`config.mk`:
```
export PLATFORM = sky130hd
export DESIGN_NAME = uart_tx_sched
export DESIGN_NICKNAME = d
export VERILOG_FILES = /design/src/rtl/uart_tx_sched.sv
export SDC_FILE = /design/constraint.sdc
export NUM_CORES = 1
export LEC_CHECK = 0
export CAP_MARGIN = 0
export CORE_AREA = 2 2 90 66
export DETAILED_ROUTE_END_ITERATION = 8
export DIE_AREA = 0 0 92 68
export REMOVE_ABC_BUFFERS = 1
export SYNTH_ARGS = -nofsm -noshare
export SYNTH_HDL_FRONTEND = slang
export SYNTH_SLANG_ARGS = --single-unit
```
`constraint.sdc`:
```
create_clock -name clk -period 2.9 [get_ports clk]
set_clock_uncertainty 0.05 [all_clocks]
set_input_delay 0.435 -clock clk [delete_from_list [all_inputs] [get_ports clk]]
set_output_delay 0.435 -clock clk [all_outputs]
set_load 0.05 [all_outputs]
```
`src/rtl/uart_tx_sched.sv`:
```
// Round-robin scheduler that feeds bytes from NREQ producers into the shared UART transmitter.
// Latency: byte accepted in IDLE, first UART access issued 2 cycles later; each access then waits for m_ready.
// Backpressure: req_ready is offered only in IDLE, so producers wait while a byte is in flight; the bus holds until m_ready.
module uart_tx_sched #(
  parameter int NREQ         = 2,
  parameter int BUSY_TIMEOUT = 16
) (
  input  logic                     clk,
  input  logic                     rst,
  input  logic [NREQ-1:0]          req_valid,
  input  logic [NREQ*8-1:0]        req_data,
  output logic [NREQ-1:0]          req_ready,
  output logic                     m_valid,
  output logic                     m_wstrb,
  output logic [7:0]               m_addr,
  output logic [15:0]              m_wdata,
  input  logic                     m_ready,
  input  logic [15:0]              m_rdata,
  output logic [$clog2(NREQ)-1:0]  grant_id,
  output logic                     sched_busy,
  output logic                     err_timeout,
  input  logic                     err_clr
);

  localparam int GW = $clog2(NREQ);
  localparam int TW = $clog2(BUSY_TIMEOUT) + 1;

  // UART register map
  localparam logic [7:0] ADDR_STAT = 8'h00;
  localparam logic [7:0] ADDR_EN   = 8'h02;
  localparam logic [7:0] ADDR_DATA = 8'h04;

  typedef enum logic [2:0] {
    S_IDLE      = 3'd0,
    S_POLL_IDLE = 3'd1,
    S_WR_DATA   = 3'd2,
    S_WR_EN1    = 3'd3,
    S_POLL_BUSY = 3'd4,
    S_WR_EN0    = 3'd5
  } state_t;

  state_t          state_q, state_d;
  logic [GW-1:0]   last_q, last_d;
  logic [GW-1:0]   grant_q, grant_d;
  logic [7:0]      byte_q, byte_d;
  logic            busy_q, busy_d;
  logic [TW-1:0]   tmo_q, tmo_d;
  logic            err_q, err_d;
  logic            m_valid_q, m_valid_d;
  logic            m_wstrb_q, m_wstrb_d;
  logic [7:0]      m_addr_q, m_addr_d;
  logic [15:0]     m_wdata_q, m_wdata_d;

  // Arbiter results
  logic            found;
  logic [GW-1:0]   pick;
  logic [GW-1:0]   cand;
  int              idx;
  logic [7:0]      sel_byte;

  // Command for the access belonging to the current state
  logic            cmd_w;
  logic [7:0]      cmd_a;
  logic [15:0]     cmd_d;
  logic            done;
  logic            err_set;

  // Only the busy bit of the status register carries meaning here
  logic            rdata_unused;
  assign rdata_unused = ^m_rdata[15:1];

  // Round-robin search starting just after the last granted requester
  always_comb begin
    found = 1'b0;
    pick  = '0;
    cand  = '0;
    idx   = 0;
    for (int i = 1; i <= NREQ; i++) begin
      idx = int'(last_q) + i;
      if (idx >= NREQ) idx = idx - NREQ;
      cand = GW'(idx);
      if (!found && req_valid[cand]) begin
        found = 1'b1;
        pick  = cand;
      end
    end
  end

  // Byte of the requester that would win this cycle
  always_comb begin
    sel_byte = 8'h00;
    for (int j = 0; j < NREQ; j++) begin
      if (GW'(j) == pick) sel_byte = req_data[j*8 +: 8];
    end
  end

  // Accept pulse is offered only from IDLE, and never while reset is applied
  always_comb begin
    req_ready = '0;
    for (int j = 0; j < NREQ; j++) begin
      req_ready[j] = (state_q == S_IDLE) && found && !rst && (GW'(j) == pick);
    end
  end

  // Register access that each bus state performs
  always_comb begin
    cmd_w = 1'b0;
    cmd_a = ADDR_STAT;
    cmd_d = 16'h0000;
    case (state_q)
      S_WR_DATA: begin cmd_w = 1'b1; cmd_a = ADDR_DATA; cmd_d = {8'h00, byte_q}; end
      S_WR_EN1:  begin cmd_w = 1'b1; cmd_a = ADDR_EN;   cmd_d = 16'h0001;        end
      S_WR_EN0:  begin cmd_w = 1'b1; cmd_a = ADDR_EN;   cmd_d = 16'h0000;        end
      default:   begin cmd_w = 1'b0; cmd_a = ADDR_STAT; cmd_d = 16'h0000;        end
    endcase
  end

  assign done = m_valid_q && m_ready;

  // Next-state, bus sequencing and byte capture
  always_comb begin
    state_d   = state_q;
    last_d    = last_q;
    grant_d   = grant_q;
    byte_d    = byte_q;
    busy_d    = busy_q;
    tmo_d     = tmo_q;
    err_set   = 1'b0;
    m_valid_d = m_valid_q;
    m_wstrb_d = m_wstrb_q;
    m_addr_d  = m_addr_q;
    m_wdata_d = m_wdata_q;

    // Every non-IDLE state owns exactly one outstanding access. It is issued
    // when the bus is idle and dropped the cycle after m_ready, which gives
    // the mandatory idle cycle between back-to-back accesses.
    if (state_q != S_IDLE) begin
      if (!m_valid_q) begin
        m_valid_d = 1'b1;
        m_wstrb_d = cmd_w;
        m_addr_d  = cmd_a;
        m_wdata_d = cmd_d;
      end else if (m_ready) begin
        m_valid_d = 1'b0;
        m_wstrb_d = 1'b0;
        m_addr_d  = 8'h00;
        m_wdata_d = 16'h0000;
      end
    end

    case (state_q)
      S_IDLE: begin
        if (found) begin
          byte_d  = sel_byte;
          grant_d = pick;
          last_d  = pick;
          busy_d  = 1'b1;
          state_d = S_POLL_IDLE;
        end
      end
      S_POLL_IDLE: begin
        // Keep polling until the transmitter reports idle
        if (done && !m_rdata[0]) state_d = S_WR_DATA;
      end
      S_WR_DATA: begin
        if (done) state_d = S_WR_EN1;
      end
      S_WR_EN1: begin
        if (done) begin
          state_d = S_POLL_BUSY;
          tmo_d   = '0;
        end
      end
      S_POLL_BUSY: begin
        // Wait for the transmitter to pick the byte up; give up after the budget
        if (done) begin
          if (m_rdata[0]) begin
            state_d = S_WR_EN0;
          end else if (tmo_q == TW'(BUSY_TIMEOUT - 1)) begin
            err_set = 1'b1;
            state_d = S_WR_EN0;
          end else begin
            tmo_d = tmo_q + 1'b1;
          end
        end
      end
      S_WR_EN0: begin
        if (done) begin
          state_d = S_IDLE;
          busy_d  = 1'b0;
        end
      end
      default: state_d = S_IDLE;
    endcase
  end

  // Sticky timeout flag; a new timeout beats a simultaneous clear
  always_comb begin
    err_d = err_set | (err_q & ~err_clr);
  end

  // State and output registers, synchronous reset
  always_ff @(posedge clk) begin
    if (rst) begin
      state_q   <= S_IDLE;
      last_q    <= GW'(NREQ - 1);
      grant_q   <= '0;
      byte_q    <= 8'h00;
      busy_q    <= 1'b0;
      tmo_q     <= '0;
      err_q     <= 1'b0;
      m_valid_q <= 1'b0;
      m_wstrb_q <= 1'b0;
      m_addr_q  <= 8'h00;
      m_wdata_q <= 16'h0000;
    end else begin
      state_q   <= state_d;
      last_q    <= last_d;
      grant_q   <= grant_d;
      byte_q    <= byte_d;
      busy_q    <= busy_d;
      tmo_q     <= tmo_d;
      err_q     <= err_d;
      m_valid_q <= m_valid_d;
      m_wstrb_q <= m_wstrb_d;
      m_addr_q  <= m_addr_d;
      m_wdata_q <= m_wdata_d;
    end
  end

  assign m_valid     = m_valid_q;
  assign m_wstrb     = m_wstrb_q;
  assign m_addr      = m_addr_q;
  assign m_wdata     = m_wdata_q;
  assign grant_id    = grant_q;
  assign sched_busy  = busy_q;
  assign err_timeout = err_q;

endmodule

```
==> metrics.cfg, run 1 <==
[floorplanning]
coreArea_um2 = 5468
start_util_pct = 28.42
rows = 23
dieWidth_um = 92
die_h_um = 68
num_io_pins = 69
die_area_um2 = 6256

[yosys]
synthesis.area_um2 = 1554
syn_area_per_cell_um2 = 8.983
ys.flop_type = dfxtp_1
synth_top_area_share_pct = 41.22
ys_types = 44
yosysTopAreaCell = dfxtp_1
ys_async_sr_fraction_pct = 0
synth_edf_count = 0
ys_seq_area_share_pct = 41.22
synth.area.top_cells = dfxtp_1 (41%), buf_4 (7.2%), nor2_1 (6.0%)
ys_seq_elements = 32
yosysWarnings = 0
syn_inst = 173

[sta]
hold_violations = 0
period_share_pct = 85.46
setup_tns_ns = 0
maxSlewHeadroom_pct = 52.75
worst_pin_slew_ns = 0.7049
max_freq_ghz = 0.4035
timing.final.max_slew_violations = 0
rsz0062_at_grt = no
layout_min_cycle_time_ns = 2.478
setup_viol = 0

[placed_design]
io_buffers = 39
routabilityCongestion = 0.7253
placed_area_um2 = 1997
dp_hpwl_um = 2559

[cts]
cts_tree = built
clk_latency_ns = 0.28
cts_root_buf = clkbuf_8
clkSlewWorstSetupHoldPaths_ns = 0.07
ctsResizeCount = 0
cts_inserted_buffers = 5
post_cts_buffers = 0
cts_buffer_depth = 2
cts_hold_buf = 0
clock_sinks = 32
htreeDepth = 2

[setup_path]
rr_worst_depth = 7
crit_fanout = 12
r2r_start = tmo_q[0]$_SDFFE_PP0P_
cp-startpoint = state_q[1]$_SDFFE_PP0P_
end_kind = primary output
r2r-end = tmo_q[3]$_SDFFE_PP0P_
crit_type = register to primary output
crit_required_ns = 2.41
arrival_ns = 1.99
worst_setup_path_start_kind = register
reg2reg_slack_ns = 0.62

[layout]
drive_gt1_share_pct = 11.11
antenna_cells = 0
area_growth_pct = 34.46
final_cell_area_um2 = 2090
final_cell_mix = clkdlybuf4s50_1 (37), dfxtp_1 (32), nor2_1 (25)
fillers = 588
finalNetCount = 255
layout_commonest_cell = clkdlybuf4s50_1

[grt]
grtUsageTotal_pct = 11.26
grt_overflow = 0
grt_max_degree = 15
grt_antenna_before_repair = 0
grt_pass1_wl_um = 5416
first_global_vias = 1103

[pwr]
irDropWorstVdd_mv = 0.2001
power.density_nw_per_um2 = 540.2
p_leak_nw = 0.8409

[run]
drv_cap = 0

[worst_hold_path]
min-delay-start = m_addr[1]$_SDFFE_PP0P_
hold_path_depth = 2
hold_class = register to register
min_to = m_addr[1]$_SDFFE_PP0P_

[route]
wl_um = 3446
wire_per_inst_um = 11.84
detail-route-antenna-nets = 0
firstDrtPassIters = 4
via_per_inst = 4.436
drt_iter0_drc = 41
vias = 1291
remaining_drc_errors = 0

[run_status]
status = completed

## area by class of cell
cell class	count	area [um^2]	share of cell area, %
flip-flops and latches	32	640.6	30.66
clock inverters	2	10.01	0.4790
repair buffers	45	455.4	21.80
inverters	7	26.28	1.257
well taps	75	93.84	4.491
multi-input cells	124	780.7	37.37
clock buffers	6	82.58	3.952
## worst max path at each step
stage	to	slack (ns)	cells after the start
floorplan	tmo_q[3]$_SDFFE_PP0P_	0.79	7
global placement	req_ready[0]	0.55	4
detailed placement	req_ready[0]	0.54	4
CTS	req_ready[1]	0.42	4
global route	req_ready[1]	0.33	4
finish	req_ready[1]	0.42	4
## cells in the mapped netlist (3+ instances only)
cell type / instances
a211o_1: 3
a21oi_1: 8
a221o_1: 8
a22oi_1: 7
and2_1: 9
buf_2: 4
buf_4: 15
dfxtp_1: 32
inv_1: 7
nand2_1: 8
nand3_1: 4
nor2_1: 25
nor3_1: 4
o21ai_0: 3
## critical path: stages (launching register included)
cell     delay, ns
dfxtp_1       0.42
or3_1         0.53
a211o_1       0.39
nor2_8        0.20
buf_12        0.16
## sequential cells by signal, summed over array words and instances, names as in the netlist
| register | cells |
|---|---|
| m_valid | 1 |
| m_wdata | 8 |
| last_q | 1 |
| grant_id | 1 |
| byte_q | 8 |
| tmo_q | 5 |
| err_timeout | 1 |
| state_q | 3 |
| m_wstrb | 1 |
| sched_busy | 1 |
| m_addr | 2 |
## report_power, final
part,leakage [nW],internal [mW],total (mW),switching (mW)
Clock,0.0510,0.189,0.351,0.162
Sequential,0.261,0.471,0.494,0.0232
Combinational,0.529,0.108,0.284,0.176
Total,0.841,0.767,1.13,0.361
## cells by family after synthesis
| group | share of synthesized area [%] |
|---|---|
| AO/OA/AOI/OAI | 19.49 |
| buffers and inverters | 11.68 |
| flip-flops | 41.22 |
| adder cells (fa/ha/maj) | 1.610 |
| AND/OR/NAND/NOR | 25.20 |
| XOR/XNOR | 0.5637 |
| other | 0.2413 |
## stage by stage
| stage | hold slack [ns] | power (mW) | setup slack, ns | cells | utilization [%] |
|---|---|---|---|---|---|
| after floorplan | 0.4007 | 0.6755 | 0.7876 | 163 | - |
| after global placement | 0.3946 | 0.7873 | 0.5453 | 283 | 36.52 |
| after detailed placement | 0.4003 | 0.7894 | 0.5363 | 283 | 36.52 |
| after CTS | 0.4092 | 1.137 | 0.4176 | 291 | 38.22 |
| after global routing | 0.4466 | 1.188 | 0.3283 | 291 | 38.22 |
| final | 0.4071 | 1.129 | 0.4216 | 291 | 38.22 |
## per-layer routing
layer / global-route usage (%) / vias to the layer above / routed length, um
met4: 2.799 / 0 / 23
met5: 0 / - / 0
li1: - / 671 / -
met2: 15.44 / 38 / 1407
met3: 3.744 / 4 / 209
met1: 16.70 / 578 / 1805
Note: power is estimated with default switching activity, not from simulation.
==> run 2: changes to the inputs <==
Settings changed: RECOVER_POWER set to 100.
==> metrics.cfg, run 2 (synthesis gave the netlist of run 1 again) <==
[layout]
finalNetCount = 255  ; unchanged
layout_commonest_cell = dfxtp_1  ; was clkdlybuf4s50_1
final_cell_area_um2 = 2061  ; was 2090 um^2
area_growth_pct = 32.61  ; was 34.46%
drive_gt1_share_pct = 8.796  ; was 11.11%
antenna_cells = 0  ; unchanged
final_cell_mix = dfxtp_1 (32), nor2_1 (25), clkdlybuf4s50_1 (20)  ; was clkdlybuf4s50_1 (37), dfxtp_1 (32), nor2_1 (25)

[cts]
cts_root_buf = clkbuf_8  ; unchanged
htreeDepth = 2  ; unchanged
cts_tree = built  ; unchanged
cts_buffer_depth = 2  ; unchanged
post_cts_buffers = 0  ; unchanged
clkSlewWorstSetupHoldPaths_ns = 0.07  ; about the same
ctsResizeCount = 0  ; unchanged
cts_inserted_buffers = 5  ; unchanged
cts_hold_buf = 0  ; unchanged
clock_sinks = 32  ; unchanged
clk_latency_ns = 0.28  ; about the same

[route]
wire_per_inst_um = 11.86  ; was 11.84 um
wl_met3_um = 171  ; was 209 um
remaining_drc_errors = 0  ; unchanged
wl_met2_um = 1387  ; was 1407 um
firstDrtPassIters = 4  ; unchanged
drt_iter0_drc = 40  ; was 41
vias = 1273  ; was 1,291
top_layer = met4  ; unchanged
wl_met1_um = 1858  ; was 1805 um
detail-route-antenna-nets = 0  ; unchanged
wl_um = 3450  ; was 3446 um
via_per_inst = 4.375  ; was 4.436

[pwr]
p_leak_nw = 0.8765  ; was 0.8409 nW
p_int_mw = 0.7562  ; was 0.7675 mW
irDropWorstVdd_mv = 0.1995  ; was 0.2001 mV
power_switching_mw = 0.3572  ; was 0.3612 mW
power.density_nw_per_um2 = 540.3  ; was 540.2 nW/um^2
power_frac_clock_pct = 31.4  ; was 31.1%
power_frac_comb_pct = 24.2  ; was 25.1%
pwr-share-seq_pct = 44.3  ; was 43.8%
switching_share_pct = 32.08  ; was 32.00%
p_total_mw = 1.113  ; was 1.129 mW

[floorplanning]
die_area_um2 = 6256  ; unchanged
dieWidth_um = 92  ; unchanged
num_io_pins = 69  ; unchanged
coreArea_um2 = 5468  ; unchanged
start_util_pct = 28.42  ; unchanged
rows = 23  ; unchanged
die_h_um = 68  ; unchanged

[sta]
period_share_pct = 91.17  ; was 85.46%
hold_violations = 0  ; unchanged
worst_pin_slew_ns = 0.6963  ; was 0.7049 ns
fin_ws_ns = 0.2560  ; was 0.4216 ns
setup_tns_ns = 0  ; unchanged
timing.final.max_slew_violations = 0  ; unchanged
max_freq_ghz = 0.3782  ; was 0.4035 GHz
maxSlewHeadroom_pct = 53.33  ; was 52.75%
layout_min_cycle_time_ns = 2.644  ; was 2.478 ns
setup_viol = 0  ; unchanged
rsz0062_at_grt = no  ; unchanged

[setup_path]
crit_fanout = 3  ; was 12
crit_type = input pin to primary output  ; was register to primary output
worst_setup_path_start_kind = input pin  ; was register
crit_required_ns = 2.41  ; about the same
reg2reg_slack_ns = 0.46  ; was 0.62 ns
arrival_ns = 2.16  ; was 1.99 ns
end_kind = primary output  ; unchanged

[run_status]
status = completed  ; unchanged

[placed_design]
placed_area_um2 = 1997  ; unchanged
io_buffers = 39  ; unchanged
dp_hpwl_um = 2559  ; unchanged
routabilityCongestion = 0.7253  ; unchanged
dp_slack_ns = 0.5363  ; unchanged

[worst_hold_path]
hold_class = register to register  ; unchanged

[grt]
first_global_vias = 1103  ; unchanged
grt_overflow = 0  ; unchanged
grtUsageTotal_pct = 11.26  ; unchanged
grt_max_degree = 15  ; unchanged
grt_pass1_wl_um = 5416  ; unchanged
grt_antenna_before_repair = 0  ; unchanged

[run]
drv_cap = 0  ; unchanged

[run 2: cell count changes in the layout (fill, tap and decap cells not counted), moves of 2 or more]
cell | before | now
clkdlybuf4s50_1 | 37 | 20
clkbuf_1 | 0 | 2
and2_1 | 9 | 7
buf_4 | 6 | 4
dlygate4sd3_1 | 0 | 17
and2_0 | 0 | 2
[run 2: path summary, 6_finish.rpt]
kind                                             start                      to  depth (start not counted)
worst min-delay path            m_addr[1]$_SDFFE_PP0P_  m_addr[1]$_SDFFE_PP0P_                          2
worst max-delay path                      req_valid[0]            req_ready[0]                          4
worst max register to register   tmo_q[0]$_SDFFE_PP0P_   tmo_q[3]$_SDFFE_PP0P_                          7
worst min register to register  m_addr[1]$_SDFFE_PP0P_  m_addr[1]$_SDFFE_PP0P_                          2
[run 2: per-layer routing]
layer | global-route usage (%) | vias to the layer above
met4 | 2.799 | 0
met5 | 0 | -
li1 | - | 669
met3 | 3.744 | 4
met2 | 15.44 | 30
met1 | 16.70 | 570
[run 2: power by group through the flow]
stage          clock network (mW)  registers [mW]  logic, mW
6_report                    0.350           0.494      0.270
5_1_grt                     0.384           0.498      0.292
4_1_cts                     0.357           0.494      0.286
3_5_place_dp                    0           0.504      0.285
3_3_place_gp                    0           0.503      0.284
2_1_floorplan                   0           0.535      0.140
[run 2: area by class of cell]
cell class	instances	area, um^2
repair buffers	45	447.9
flip-flops and latches	32	640.6
fillers	589	3407
well taps	75	93.84
inverters	7	26.28
clock inverters	2	10.01
multi-input cells	124	759.5
clock buffers	6	82.58
[run 2: critical path: stages]
cell	delay (ns)
dlygate4sd3_1	0.58
or4b_1	0.50
nor3_1	0.44
buf_12	0.20
[run 2: stage by stage]
step	hold WS, ns	std cells	util, %
2_1_floorplan	0.4007	163	-
4_1_cts	0.4092	291	38.22
3_3_place_gp	0.3946	283	36.52
3_5_place_dp	0.4003	283	36.52
6_report	0.4032	291	37.69
5_1_grt	0.4437	291	37.69
